===== src/rtl/m3_ramp_ctrl_pkg.sv =====
// rtl/m3_ramp_ctrl_pkg.sv - state codes and default length/power constants for the m3 ramp sequencer
package m3_ramp_ctrl_pkg;

  localparam int LEN_W_DEF = 22;
  localparam logic [21:0] LEN_SLOW_DEF  = 22'd400000;
  localparam logic [21:0] LEN_FAST_DEF  = 22'd20000;
  localparam logic [21:0] LEN_INIT_DEF  = 22'd100000;
  localparam logic [21:0] LEN_STEP_DEF  = 22'd1000;
  localparam logic [21:0] RAMP_STEP_DEF = 22'd200;
  localparam int PWR_W_DEF = 4;

  typedef enum logic [2:0] {
    ST_IDLE     = 3'd0,
    ST_RAMP     = 3'd1,
    ST_RUN      = 3'd2,
    ST_SPINDOWN = 3'd3,
    ST_BRAKE    = 3'd4
  } m3State_e;

endpackage


===== src/rtl/m3_ramp_ctrl_if.sv =====
// rtl/m3_ramp_ctrl_if.sv - operator command inputs and step-calculator drive outputs of the m3 ramp sequencer
interface m3_ramp_ctrl_if #(parameter int PWR_W = 4);

  logic             m3startI;
  logic             m3forceStopI;
  logic             m3invRotateI;
  logic             m3speedINCi;
  logic             m3speedDECi;
  logic             m3powerINCi;
  logic             m3powerDECi;
  logic             roundTickI;
  logic             m3enO;
  logic [31:0]      dstRoundLenO;
  logic             invRotateO;
  logic [PWR_W-1:0] powerLevelO;
  logic [2:0]       stateO;

  modport master (
    output m3startI, m3forceStopI, m3invRotateI, m3speedINCi, m3speedDECi,
           m3powerINCi, m3powerDECi, roundTickI,
    input  m3enO, dstRoundLenO, invRotateO, powerLevelO, stateO
  );

  modport slave (
    input  m3startI, m3forceStopI, m3invRotateI, m3speedINCi, m3speedDECi,
           m3powerINCi, m3powerDECi, roundTickI,
    output m3enO, dstRoundLenO, invRotateO, powerLevelO, stateO
  );

endinterface


===== src/rtl/m3_ramp_ctrl_edge_det.sv =====
// rtl/m3_ramp_ctrl_edge_det.sv - single-flop rising-edge detector for synchronous level inputs
module m3_ramp_ctrl_edge_det (
  input  logic clkI,
  input  logic nRstI,
  input  logic dI,
  output logic riseO
);

  logic prev;

  always_ff @(posedge clkI or negedge nRstI) begin
    if (!nRstI) prev <= 1'b0;
    else        prev <= dI;
  end

  assign riseO = dI & ~prev;

endmodule


===== src/rtl/m3_ramp_ctrl.sv =====
// rtl/m3_ramp_ctrl.sv - soft start/stop sequencer feeding the m3 step calculator
// Optional reverse-with-brake behaviour is enabled by defining M3_REVERSE_BRAKE_EN.
module m3_ramp_ctrl
  import m3_ramp_ctrl_pkg::*;
#(
  parameter int               LEN_W     = LEN_W_DEF,
  parameter logic [LEN_W-1:0] LEN_SLOW  = LEN_SLOW_DEF,
  parameter logic [LEN_W-1:0] LEN_FAST  = LEN_FAST_DEF,
  parameter logic [LEN_W-1:0] LEN_INIT  = LEN_INIT_DEF,
  parameter logic [LEN_W-1:0] LEN_STEP  = LEN_STEP_DEF,
  parameter logic [LEN_W-1:0] RAMP_STEP = RAMP_STEP_DEF,
  parameter int               PWR_W     = PWR_W_DEF,
  parameter logic [PWR_W-1:0] PWR_INIT  = PWR_W'(8)
) (
  input  logic           clkI,
  input  logic           nRstI,
  m3_ramp_ctrl_if.slave  bus
);

  logic startRise, spdInc, spdDec, pwrInc, pwrDec;

  m3_ramp_ctrl_edge_det uStart  (.clkI(clkI), .nRstI(nRstI), .dI(bus.m3startI),    .riseO(startRise));
  m3_ramp_ctrl_edge_det uSpdInc (.clkI(clkI), .nRstI(nRstI), .dI(bus.m3speedINCi), .riseO(spdInc));
  m3_ramp_ctrl_edge_det uSpdDec (.clkI(clkI), .nRstI(nRstI), .dI(bus.m3speedDECi), .riseO(spdDec));
  m3_ramp_ctrl_edge_det uPwrInc (.clkI(clkI), .nRstI(nRstI), .dI(bus.m3powerINCi), .riseO(pwrInc));
  m3_ramp_ctrl_edge_det uPwrDec (.clkI(clkI), .nRstI(nRstI), .dI(bus.m3powerDECi), .riseO(pwrDec));

  m3State_e         state;
  logic             enReg, invRot;
  logic [LEN_W-1:0] curLen, targetLen, goal, nextLen;
  logic [PWR_W-1:0] powerLevel;

  // One extra bit so a step past zero or past the width shows up before clamping.
  logic [LEN_W:0] tgtUp, tgtDn, curX, goalX, diffX, stepX, movedX;

  assign tgtUp = {1'b0, targetLen} + {1'b0, LEN_STEP};
  assign tgtDn = {1'b0, targetLen} - {1'b0, LEN_STEP};

  always_ff @(posedge clkI or negedge nRstI) begin
    if (!nRstI) begin
      targetLen <= LEN_INIT;
    end else if (spdInc && !spdDec) begin
      targetLen <= (tgtDn[LEN_W] || tgtDn < {1'b0, LEN_FAST}) ? LEN_FAST : tgtDn[LEN_W-1:0];
    end else if (spdDec && !spdInc) begin
      targetLen <= (tgtUp > {1'b0, LEN_SLOW}) ? LEN_SLOW : tgtUp[LEN_W-1:0];
    end
  end

  always_ff @(posedge clkI or negedge nRstI) begin
    if (!nRstI)                                   powerLevel <= PWR_INIT;
    else if (pwrInc && !pwrDec && ~&powerLevel)   powerLevel <= powerLevel + 1'b1;
    else if (pwrDec && !pwrInc && |powerLevel)    powerLevel <= powerLevel - 1'b1;
  end

  assign goal  = (state == ST_SPINDOWN || state == ST_BRAKE) ? LEN_SLOW : targetLen;
  assign curX  = {1'b0, curLen};
  assign goalX = {1'b0, goal};

  always_comb begin
    diffX  = (goalX >= curX) ? goalX - curX : curX - goalX;
    stepX  = (diffX < {1'b0, RAMP_STEP}) ? diffX : {1'b0, RAMP_STEP};
    movedX = (goalX >= curX) ? curX + stepX : curX - stepX;
  end

  assign nextLen = bus.roundTickI ? movedX[LEN_W-1:0] : curLen;

  always_ff @(posedge clkI or negedge nRstI) begin
    if (!nRstI) begin
      state  <= ST_IDLE;
      enReg  <= 1'b0;
      curLen <= LEN_SLOW;
      invRot <= 1'b0;
    end else if (bus.m3forceStopI) begin
      state  <= ST_IDLE;
      enReg  <= 1'b0;
      curLen <= LEN_SLOW;
    end else begin
      case (state)
        ST_IDLE: begin
          curLen <= LEN_SLOW;
          invRot <= bus.m3invRotateI;
          if (startRise) begin
            state <= ST_RAMP;
            enReg <= 1'b1;
          end
        end
        ST_RAMP, ST_RUN: begin
          curLen <= nextLen;
          if (!bus.m3startI)                      state <= ST_SPINDOWN;
`ifdef M3_REVERSE_BRAKE_EN
          else if (bus.m3invRotateI != invRot)    state <= ST_BRAKE;
`endif
          else if (nextLen == goal)               state <= ST_RUN;
          else                                    state <= ST_RAMP;
        end
        ST_SPINDOWN: begin
          curLen <= nextLen;
          if (startRise) begin
            state <= ST_RAMP;
          end else if (nextLen == LEN_SLOW) begin
            state <= ST_IDLE;
            enReg <= 1'b0;
          end
        end
`ifdef M3_REVERSE_BRAKE_EN
        ST_BRAKE: begin
          curLen <= nextLen;
          if (!bus.m3startI) begin
            state <= ST_SPINDOWN;
          end else if (nextLen == LEN_SLOW) begin
            invRot <= ~invRot;
            state  <= ST_RAMP;
          end
        end
`endif
        default: begin
          state <= ST_IDLE;
          enReg <= 1'b0;
        end
      endcase
    end
  end

  assign bus.m3enO        = enReg;
  assign bus.dstRoundLenO = {{(32-LEN_W){1'b0}}, curLen};
  assign bus.invRotateO   = invRot;
  assign bus.powerLevelO  = powerLevel;
  assign bus.stateO       = state;

endmodule

===== src/flat_wrapper.sv =====
// flat-port wrapper written by rule: the top's interface ports become plain ports
module m3_ramp_ctrl_flat import m3_ramp_ctrl_pkg::*;
#(
  parameter int               LEN_W     = LEN_W_DEF,
  parameter logic [LEN_W-1:0] LEN_SLOW  = LEN_SLOW_DEF,
  parameter logic [LEN_W-1:0] LEN_FAST  = LEN_FAST_DEF,
  parameter logic [LEN_W-1:0] LEN_INIT  = LEN_INIT_DEF,
  parameter logic [LEN_W-1:0] LEN_STEP  = LEN_STEP_DEF,
  parameter logic [LEN_W-1:0] RAMP_STEP = RAMP_STEP_DEF,
  parameter int               PWR_W     = PWR_W_DEF,
  parameter logic [PWR_W-1:0] PWR_INIT  = PWR_W'(8)
)
  (clkI, nRstI, bus_m3startI, bus_m3forceStopI, bus_m3invRotateI, bus_m3speedINCi, bus_m3speedDECi, bus_m3powerINCi, bus_m3powerDECi, bus_roundTickI, bus_m3enO, bus_dstRoundLenO, bus_invRotateO, bus_powerLevelO, bus_stateO);
  m3_ramp_ctrl_if #(.PWR_W(PWR_W)) bus_i ();
  input  logic clkI;
  input  logic nRstI;
  input wire logic [$bits(bus_i.m3startI)-1:0] bus_m3startI;
  input wire logic [$bits(bus_i.m3forceStopI)-1:0] bus_m3forceStopI;
  input wire logic [$bits(bus_i.m3invRotateI)-1:0] bus_m3invRotateI;
  input wire logic [$bits(bus_i.m3speedINCi)-1:0] bus_m3speedINCi;
  input wire logic [$bits(bus_i.m3speedDECi)-1:0] bus_m3speedDECi;
  input wire logic [$bits(bus_i.m3powerINCi)-1:0] bus_m3powerINCi;
  input wire logic [$bits(bus_i.m3powerDECi)-1:0] bus_m3powerDECi;
  input wire logic [$bits(bus_i.roundTickI)-1:0] bus_roundTickI;
  output wire logic [$bits(bus_i.m3enO)-1:0] bus_m3enO;
  output wire logic [$bits(bus_i.dstRoundLenO)-1:0] bus_dstRoundLenO;
  output wire logic [$bits(bus_i.invRotateO)-1:0] bus_invRotateO;
  output wire logic [$bits(bus_i.powerLevelO)-1:0] bus_powerLevelO;
  output wire logic [$bits(bus_i.stateO)-1:0] bus_stateO;
  assign bus_i.m3startI = bus_m3startI;
  assign bus_i.m3forceStopI = bus_m3forceStopI;
  assign bus_i.m3invRotateI = bus_m3invRotateI;
  assign bus_i.m3speedINCi = bus_m3speedINCi;
  assign bus_i.m3speedDECi = bus_m3speedDECi;
  assign bus_i.m3powerINCi = bus_m3powerINCi;
  assign bus_i.m3powerDECi = bus_m3powerDECi;
  assign bus_i.roundTickI = bus_roundTickI;
  assign bus_m3enO = bus_i.m3enO;
  assign bus_dstRoundLenO = bus_i.dstRoundLenO;
  assign bus_invRotateO = bus_i.invRotateO;
  assign bus_powerLevelO = bus_i.powerLevelO;
  assign bus_stateO = bus_i.stateO;
  m3_ramp_ctrl #(.LEN_W(LEN_W), .LEN_SLOW(LEN_SLOW), .LEN_FAST(LEN_FAST), .LEN_INIT(LEN_INIT), .LEN_STEP(LEN_STEP), .RAMP_STEP(RAMP_STEP), .PWR_W(PWR_W), .PWR_INIT(PWR_INIT)) u_core (.clkI(clkI), .nRstI(nRstI), .bus(bus_i));
endmodule

===== config.mk =====
export PLATFORM = sky130hd
export DESIGN_NAME = m3_ramp_ctrl_flat
export DESIGN_NICKNAME = d
export VERILOG_FILES = /design/src/rtl/m3_ramp_ctrl_pkg.sv /design/src/rtl/m3_ramp_ctrl_if.sv /design/src/rtl/m3_ramp_ctrl_edge_det.sv /design/src/rtl/m3_ramp_ctrl.sv /design/src/flat_wrapper.sv
export SDC_FILE = /design/constraint.sdc
export NUM_CORES = 1
export LEC_CHECK = 0
export CAP_MARGIN = 15
export CORE_ASPECT_RATIO = 1.5
export CORE_UTILIZATION = 55
export DETAILED_ROUTE_END_ITERATION = 12
export GPL_TIMING_DRIVEN = 1
export MAX_ROUTING_LAYER = met4
export PLACE_DENSITY_LB_ADDON = 0.05
export REMOVE_ABC_BUFFERS = 1
export SLEW_MARGIN = 40
export SYNTH_ARGS = -nofsm -noshare
export SYNTH_HDL_FRONTEND = slang
export SYNTH_HIERARCHICAL = 1
export SYNTH_SLANG_ARGS = --single-unit

===== constraint.sdc =====
create_clock -name clkI -period 22.5 [get_ports clkI]
set_input_delay 2.25 -clock clkI [delete_from_list [all_inputs] [get_ports clkI]]
set_output_delay 2.25 -clock clkI [all_outputs]
set_load 0.05 [all_outputs]

## Word-level counts from Yosys, hierarchy flattened

Cells that the tools add are included.

- RAM bits: 0
- ROM bits: 0
- Memories: 0
- Bits in registers: 58
- Bits in latches: 0

- Shifts and indexed selects: 0
- $add $sub $neg: 8
- $mul: 0
- Equal/unequal tests: 11
- Order comparisons: 4
- Mux-type cells: 25
- Reduce and logical (&&, ||, !) cells: 24
- Bitwise logic cells: 11
- Divide/modulo/power cells: 0

Operators with widths:

| operator | number |
|---|---|
| two-way mux 22 bit | 9 |
| subtractor 22 x 22 -> 23 bit | 2 |
| one-hot mux 22 bit (2 select lines) | 1 |
| adder 22 x 10 -> 23 bit (second input constant) | 1 |
| greater-than comparator 23 x 19 -> 1 bit (second input constant) | 1 |
| < comparator 23 x 15 -> 1 bit (second input constant) | 1 |
| < comparator 23 x 8 -> 1 bit (second input constant) | 1 |
| two-way mux 23 bit | 1 |
| subtractor 22 x 10 -> 23 bit (second input constant) | 1 |
| adder 22 bit | 1 |
| == test 22 x 19 -> 1 bit (second input constant) | 1 |
| == test 22 bit | 1 |
| greater-or-equal comparator 22 bit | 1 |
| subtractor 22 bit | 1 |
| two-way mux 3 bit | 5 |
| one-hot mux 3 bit (3 select lines) | 1 |
| two-way mux 4 bit | 2 |
| AND reduction 4 bit | 2 |
| == test 3 x 2 -> 1 bit (second input constant) | 2 |
| logical AND 1 bit | 6 |
| inequality test 3 bit (second input constant) | 2 |
| inverter 1 bit | 6 |
| AND 1 bit | 5 |
| zero test 1 bit | 5 |
| other kinds (18) | 24 |

## Longest topological paths before layout

Gate-level depths: netlist of run 1.

- Depth in word-level cells: 15
- Gate-level depth with buffers: 42
- Gate-level depth less buffers: 38

## By module

The synthesis of run 1 kept the hierarchy.

Modules (own cells, without submodules):

| module | times used | cells each | area an instance (sq um) | sequential area each (sq um) |
|---|---|---|---|---|
| m3_ramp_ctrl | 1 | 1,123 | 8,100.3 | 1,242.4 |
| m3_ramp_ctrl_edge_det | 5 | 2 | 38.8 | 25.0 |

## Worst setup path before layout of run 1

OpenSTA, ideal clock, no wires.

- Path kind: register -> register
- From: register u_core.state[0], in the netlist u_core/bus.stateO[0]
- To: register u_core.state[0], in the netlist u_core/bus.stateO[0]
- Buffers on the path: 2
- Setup slack: 14.195 ns
- Clock period less this slack: 8.305 ns
- Cell stages (with the launch flop): 41
- Arrival: 8.175 ns
- Cells stage by stage: dfrtp_1 > ha_1 > inv_1 > clkbuf_1 > nand2_1 > inv_1 > ha_1 > o21a_1 > a2bb2oi_1 > a221o_1 > a21oi_2 > xnor2_1 > or4_1 > or4_1 > a21oi_1 > nand4_1 > nor2_4 > buf_2 > [5 not listed] > a2bb2oi_1 > o22a_1 > o21ai_1 > ha_1 > a21oi_1 > o21a_1 > and3_1 > a211oi_1 > o211ai_1 > o41ai_1 > a21oi_1 > xnor2_1 > or4_1 > nor4_1 > and3_1 > nand4b_1 > o41ai_2 > o31ai_2

- Cells in the longest elaborated chain, start to end: 15
- Elaborated cells on any way between the ends: 27
- Those cells by class: add/sub (4); order compare (2); eq/ne (8); mux (9); reduce/logical (4)

Ends and longest elaborated chain:

| what | line | text |
|---|---|---|
| start, declared | m3_ramp_ctrl.sv:28 | `m3State_e state;` |
| start signal, assigned | m3_ramp_ctrl.sv:69 | `state <= ST_IDLE;` |
| start signal, assigned | m3_ramp_ctrl.sv:74 | `state <= ST_IDLE;` |
| start signal, assigned | m3_ramp_ctrl.sv:83 | `state <= ST_RAMP;` |
| == test 3 x 2 -> 1 bit / == test 3 bit (equally long branches) | m3_ramp_ctrl.sv:55, m3_ramp_ctrl.sv:78 |  |
| logical OR 1 bit | m3_ramp_ctrl.sv:55 | `assign goal = (state == ST_SPINDOWN \|\| state == ST_BRAKE) ? LEN_SLOW : targetLen;` |
| two-way mux 22 bit | m3_ramp_ctrl.sv:55 |  |
| subtractor 22 x 22 -> 23 bit / greater-or-equal comparator 22 bit (equally long branches) | m3_ramp_ctrl.sv:60, m3_ramp_ctrl.sv:62 |  |
| two-way mux 23 bit | m3_ramp_ctrl.sv:60 | `diffX = (goalX >= curX) ? goalX - curX : curX - goalX;` |
| < comparator 23 x 8 -> 1 bit | m3_ramp_ctrl.sv:61 | `stepX = (diffX < {1'b0, RAMP_STEP}) ? diffX : {1'b0, RAMP_STEP};` |
| two-way mux 22 bit | m3_ramp_ctrl.sv:61 |  |
| subtractor 22 bit / adder 22 bit (equally long branches) | m3_ramp_ctrl.sv:62 | `movedX = (goalX >= curX) ? curX + stepX : curX - stepX;` |
| two-way mux 22 bit | m3_ramp_ctrl.sv:62 |  |
| two-way mux 22 bit | m3_ramp_ctrl.sv:65 | `assign nextLen = bus.roundTickI ? movedX[LEN_W-1:0] : curLen;` |
| == test 22 bit | m3_ramp_ctrl.sv:93 | `else if (nextLen == goal) state <= ST_RUN;` |
| two-way mux 2 bit | m3_ramp_ctrl.sv:93 |  |
| two-way mux 3 bit | m3_ramp_ctrl.sv:89 | `if (!bus.m3startI) state <= ST_SPINDOWN;` |
| one-hot mux 3 bit (3 select lines) | m3_ramp_ctrl.sv:78 | `case (state)` |
| two-way mux 3 bit | m3_ramp_ctrl.sv:73 | `end else if (bus.m3forceStopI) begin` |

Parallel ways exist; a longest one is shown, timed or not.
A chain may end at the register's enable or synchronous reset.

## Worst setup path in the final report of run 1

- From: register u_core.state[0], in the netlist u_core/bus.stateO[0]
- To: register u_core.state[1], in the netlist u_core/bus.stateO[1]

The elaborated chain is that of the path after synthesis.

==> results of run 1 <==
-- per-layer routing --
layer | track usage, % | part of all wire (%) | vias up | wire length [µm]
met1 | 42.2 | 42 | 3940 | 10500
met5 | - | 0 | - | 0
li1 | - | - | 4088 | -
met4 | 18.4 | 5.9 | 0 | 1480
met2 | 54.7 | 49 | 254 | 12300
met3 | 2.48 | 3.9 | 79 | 984
-- per-stage QoR --
| step | instances | setup slack [ns] | util, % | cell area, µm² |
|---|---|---|---|---|
| 2_1_floorplan | 1074 | 14.04 | - | 7990 |
| 4_1_cts | 1321 | 12.60 | 60.1 | 8810 |
| 5_1_grt | 1322 | 11.75 | 60.3 | 8830 |
| 6_report | 1322 | 12.43 | 60.3 | 8830 |
| 3_5_place_dp | 1313 | 12.63 | 59.0 | 8650 |
| 3_3_place_gp | 1313 | 12.92 | 59.0 | 8650 |
-- sequential cells by signal, indices dropped and copies added, names as in the netlist --
| name | flops |
|---|---|
| u_core/uStart/prev | 1 |
| u_core/uSpdDec/prev | 1 |
| u_core/bus.invRotateO | 1 |
| u_core/bus.stateO | 2 |
| u_core/uSpdInc/prev | 1 |
| u_core/curLen | 22 |
| u_core/uPwrDec/prev | 1 |
| u_core/bus.m3enO | 1 |
| u_core/uPwrInc/prev | 1 |
| u_core/targetLen | 19 |
| u_core/bus.powerLevelO | 4 |
-- cell type report --
class / instances / area, µm²
Inverter: 61 / 229
Tap cell: 196 / 245
Clock inverter: 3 / 40.0
Timing Repair Buffer: 44 / 430
Sequential cell: 54 / 1370
Fill cell: 1422 / 5830
Clock buffer: 5 / 125
Multi-Input combinational cell: 959 / 6400
-- synthesized netlist by cell type (5+ instances only) --
master	instances
o21a_1	8
nand3_1	27
inv_1	61
o21bai_1	6
o31ai_1	9
nor4_1	8
a21oi_1	103
a31oi_1	17
o22ai_1	9
nand4_1	22
o32ai_1	5
ha_1	70
or2_2	8
nor2_1	106
a211oi_1	18
buf_4	14
xor2_1	18
a2bb2oi_1	5
nor2b_4	6
nand3b_1	9
a22oi_1	5
nand2_1	96
or3_1	10
nor3_1	40
dfstp_2	13
and3_1	10
xnor2_1	50
dfrtp_1	41
buf_2	14
buf_1	5
clkbuf_1	38
o21ai_0	68
o211ai_1	14
or4_1	9
and2_1	18
mux2i_1	17
a32oi_1	5
nor2b_1	14
nand2b_1	18
a21o_1	20
a221o_1	5
o221ai_1	6
nand4b_1	5
-- cells by family after synthesis --
family	Yosys count
other	2
buffers and inverters	134
adder cells (fa/ha/maj)	73
AO/OA/AOI/OAI	349
flip-flops	54
multiplexers	22
AND/OR/NAND/NOR	431
XOR/XNOR	68
-- worst register-to-register path, delay by kind of cell (launching register included) --
family,cells,cell delay [ns]
and+or+nand+nor,14,3.51
buffers and inverters,2,0.48
xor gates and xnor gates,3,0.52
DFF,1,0.40
adders and majority gates,4,1.57
AOI/OAI and AO/OA,14,3.32
muxes,1,0.15
-- worst paths after layout --
path                            slack (ns)                        end  cells after the start
worst min register to register        0.51      u_core/bus.invRotateO                      1
max in group asynchronous            20.06       u_core/targetLen[15]                      3
worst min-delay path                  0.51      u_core/bus.invRotateO                      1
worst max-delay path                 12.43       u_core/bus.stateO[1]                     38
min in group asynchronous             1.88  u_core/bus.powerLevelO[2]                      2
worst max register to register       12.43       u_core/bus.stateO[1]                     38
==> metrics.yaml, run 1 <==
maxCapViolCount: 0
synth_top_area_share_pct: 12.4
grt_pass1_vias: 7873
fp.dieW_um: 102
worstMarginPinSlew_ns: 0.816
post_cts_buffers: 0
layout_common_cells: "106 x nor2_1, 103 x a21oi_1, 96 x nand2_1, 70 x ha_1, 68 x o21ai_0"
finalNetCount: 1208
cp.arrival_ns: 10.29
yosysWarnings: 6
drt-pass1-iter-count: 7
netlist_instances: 1133
drt_iter0_drc: 624
cp_num_buf_inv: 2
syn-cell-area_um2: 8290
worstReg2RegStart: "u_core/bus.stateO[0]"
num_vias: 8361
cp_slowest_cell: "a211oi_1"
insertion_delay_ns: 0.30
setup_tns_ns: 0
ys_top_cells_by_area: "dfrtp_1 12%, ha_1 11%, a21oi_1 6.2%"
cts-buffers-inserted: 5
slew_headroom_pct: 45.5
root_buffer: "clkbuf_16"
finClkSkew_ns: 0.00807
cts_tree: "done"
ys_ff_latch: 54
drive_above_1_share_pct: 6.66
ys_seq_area_share_pct: 16.5
coreArea_um2: 14700
crit_fanout: 19
rows: 54
synth_simple_gate_area_share_pct: 27.4
clockBufferDepth: 2
period_minus_slack_ns: 10.07
clock_sinks: 54
clk_pin_slew_ns: 0.08
synth_compound_area_share_pct: 27.8
start_util_pct: 56.6
status: "complete, no violations"
synth.avg_cell_area_um2: 7.32
cts_hold_buf: 0
fin_crit_sh_pct: 44.8
overflow: 0
drc: 0
synth_edf_count: 0
synthMuxAreaShare_pct: 2.78
synth_area_leader_cell: "dfrtp_1"
totalWireLength_um: 25300
cts_resized: 0
num_antenna_cells: 0
ys.flop_type: "dfrtp_1"
port-buffer-count: 39
ant_nets: 0
die_area_um2: 15600
cp-start-kind: "flip-flop"
gp_congestion: 1.01
min_from: "u_core/bus.invRotateO"
cts.htree.levels: 2
grt_max_degree: 55
grt_pass1_wl_um: 40600
synth_fa_ha_area_share_pct: 11.3
worstSetupPathType: "flip-flop to flip-flop"
cpPeakStageDelay_ns: 0.54
wl_per_cell_um: 19.1
viasPerCell: 6.32
hold_viol: 0
post_synth_num_cell_types: 89
post-dp-hpwl_um: 19700
synth_top_family_by_area: "compound AO/OA/AOI/OAI gates"
endpoint_kind: "flip-flop"
antenna_found_initial: 0
setup-violations-final: 0
grt.total_usage_pct: 34.2
hp-class: "flip-flop to flip-flop"
io_pins: 51
crit_start: "u_core/bus.stateO[0]"
path_delay_family: "simple AND/OR/NAND/NOR gates"
drv_slew: 0
synth_xor_area_share_pct: 7.18
die_h_um: 152
fmax_mhz: 99.3
worstPathRequired_ns: 22.72
final_common_cell: "nor2_1"
rsz0062_at_grt: "false"
synth-async-reset-ratio_pct: 100
syn_to_final_growth_pct: 6.52
whs_ns: 0.511
Power of run 1 is not shown: default switching activity piles up to over one toggle a cycle in this logic, so the estimate is an artifact.
==> inputs of run 2 (changes only) <==
Clock period 22.5 ns to 9 ns, I/O delays scaled along.
==> metrics.yaml, run 2 (same netlist as run 1, synthesis figures left out) <==
rsz0062_at_grt: "false"  # unchanged
syn_to_final_growth_pct: 10.5  # was 6.52%
grt_pass1_wl_um: 41100  # was 40,600 µm
coreArea_um2: 14700  # unchanged
period_minus_slack_ns: 8.53  # was 10.07 ns
die_h_um: 152  # unchanged
overflow: 0  # unchanged
gp_congestion: 0.935  # was 1.01
layout_common_cells: "105 x nor2_1, 99 x a21oi_1, 95 x nand2_1, 67 x o21ai_0, 60 x inv_1"  # was 106 x nor2_1, 103 x a21oi_1, 96 x nand2_1, 70 x ha_1, 68 x o21ai_0
crit_end: "u_core/bus.stateO[0]"  # was u_core/bus.stateO[1]
cp_slowest_cell: "ha_2"  # was a211oi_1
hp-class: "flip-flop to flip-flop"  # unchanged
worstMarginPinSlew_ns: 0.597  # was 0.816 ns
worstSetupPathType: "flip-flop to flip-flop"  # unchanged
ant_nets: 0  # unchanged
grt_max_degree: 55  # unchanged
drive_above_1_share_pct: 11.3  # was 6.66%
cp-start-kind: "flip-flop"  # unchanged
cp.arrival_ns: 8.71  # was 10.29 ns
num_antenna_cells: 0  # unchanged
drv_slew: 0  # unchanged
setup_tns_ns: 0  # unchanged
r2r_cells: 38  # unchanged
status: "complete, no violations"  # unchanged
cts.htree.levels: 2  # unchanged
clockBufferDepth: 2  # unchanged
r2r_end: "u_core/bus.stateO[0]"  # was u_core/bus.stateO[1]
worstReg2RegStart: "u_core/bus.stateO[0]"  # unchanged
r2r_slack_ns: 0.47  # was 12.43 ns
fill_cells: 1432  # was 1,422
cpPeakStageDelay_ns: 0.50  # was 0.54 ns
fp.dieW_um: 102  # unchanged
num_vias: 8492  # was 8,361
port-buffer-count: 39  # unchanged
cts-buffers-inserted: 5  # unchanged
cts_hold_buf: 0  # unchanged
post-dp-hpwl_um: 20000  # was 19,700 µm
insertion_delay_ns: 0.30  # about the same
maxCapViolCount: 0  # unchanged
grt.total_usage_pct: 34.5  # was 34.2%
totalWireLength_um: 25700  # was 25,300 µm
wl_per_cell_um: 19.0  # was 19.1 µm
drc: 0  # unchanged
drt-pass1-iter-count: 5  # was 7
grt_pass1_vias: 8134  # was 7,873
setup-violations-final: 0  # unchanged
crit_start: "u_core/bus.stateO[0]"  # unchanged
slew_headroom_pct: 60.2  # was 45.5%
hold_viol: 0  # unchanged
clk_pin_slew_ns: 0.08  # about the same
cts_tree: "done"  # unchanged
finClkSkew_ns: 0.00953  # was 0.00807 ns
crit_fanout: 13  # was 19
final_common_cell: "nor2_1"  # unchanged
largest_reg_flops: 22  # unchanged
antenna_found_initial: 0  # unchanged
fmax_mhz: 117  # was 99.3 MHz
rows: 54  # unchanged
fin_crit_sh_pct: 94.8  # was 44.8%
regMostFlops: "u_core/curLen"  # unchanged
clock_sinks: 54  # unchanged
drt_iter0_drc: 547  # was 624
endpoint_kind: "flip-flop"  # unchanged
worstPathRequired_ns: 9.18  # was 22.72 ns
die_area_um2: 15600  # unchanged
start_util_pct: 56.6  # unchanged
finalNetCount: 1237  # was 1,208
root_buffer: "clkbuf_16"  # unchanged
viasPerCell: 6.29  # was 6.32
io_pins: 51  # unchanged
## run 2: cell type report
class	instances	area [µm²]	share of cell area (%)
clock buffers	6	139	1.52
clock inverters	2	16.3	0.177
well taps	196	245	2.68
flip-flops and latches	54	1370	14.9
repair inverters	1	5.00	0.0546
repair buffers	72	643	7.02
multi-input cells	959	6520	71.1
inverters	61	233	2.54
## run 2: layer usage
layer	GRT usage, %	wire [µm]	up-vias	share of wire (%)
li1	-	-	4159	-
met5	-	0	-	0
met4	15.9	1190	0	4.6
met1	41.0	10500	3990	41
met3	2.66	1020	76	4.0
met2	58.1	12900	267	50
## run 2: timing repair
action | in CTS | in global routing
resized for setup | 0 | 31
buffers inserted | 0 | 2
endpoints found under the setup margin | 0 | 3
## run 2: how the worst min path moves through the flow
stage / from / to / slack, ns / cells after the start
4_1_cts: u_core/bus.invRotateO / u_core/bus.invRotateO / 0.53 / 1
2_1_floorplan: u_core/targetLen[16] / u_core/targetLen[16] / 0.52 / 2
3_3_place_gp: u_core/bus.invRotateO / u_core/bus.invRotateO / 0.49 / 1
5_1_grt: u_core/bus.invRotateO / u_core/bus.invRotateO / 0.54 / 1
6_report: u_core/bus.invRotateO / u_core/bus.invRotateO / 0.52 / 1
3_5_place_dp: u_core/bus.invRotateO / u_core/bus.invRotateO / 0.51 / 1
## run 2: critical path, delay by kind of cell (launching register included)
family | cells | cell delay, ns
AOI/OAI and AO/OA | 13 | 2.17
DFF | 1 | 0.45
xor gates and xnor gates | 3 | 0.58
and+or+nand+nor | 14 | 3.39
buffers and inverters | 4 | 0.57
adders and majority gates | 4 | 1.23
## run 2: stage by stage
| step | worst slack, ns | std cells | instance area (µm²) | utilization [%] | hold WS (ns) |
|---|---|---|---|---|---|
| 2_1_floorplan | 0.540 | 1074 | 7990 | - | 0.520 |
| 5_1_grt | 0.000558 | 1351 | 9170 | 62.5 | 0.543 |
| 4_1_cts | 0.216 | 1347 | 9000 | 61.4 | 0.526 |
| 3_3_place_gp | 0.431 | 1339 | 8840 | 60.3 | 0.488 |
| 6_report | 0.468 | 1351 | 9170 | 62.5 | 0.521 |
| 3_5_place_dp | 0.276 | 1339 | 8850 | 60.3 | 0.511 |
Power of run 2 is left out for the same reason.
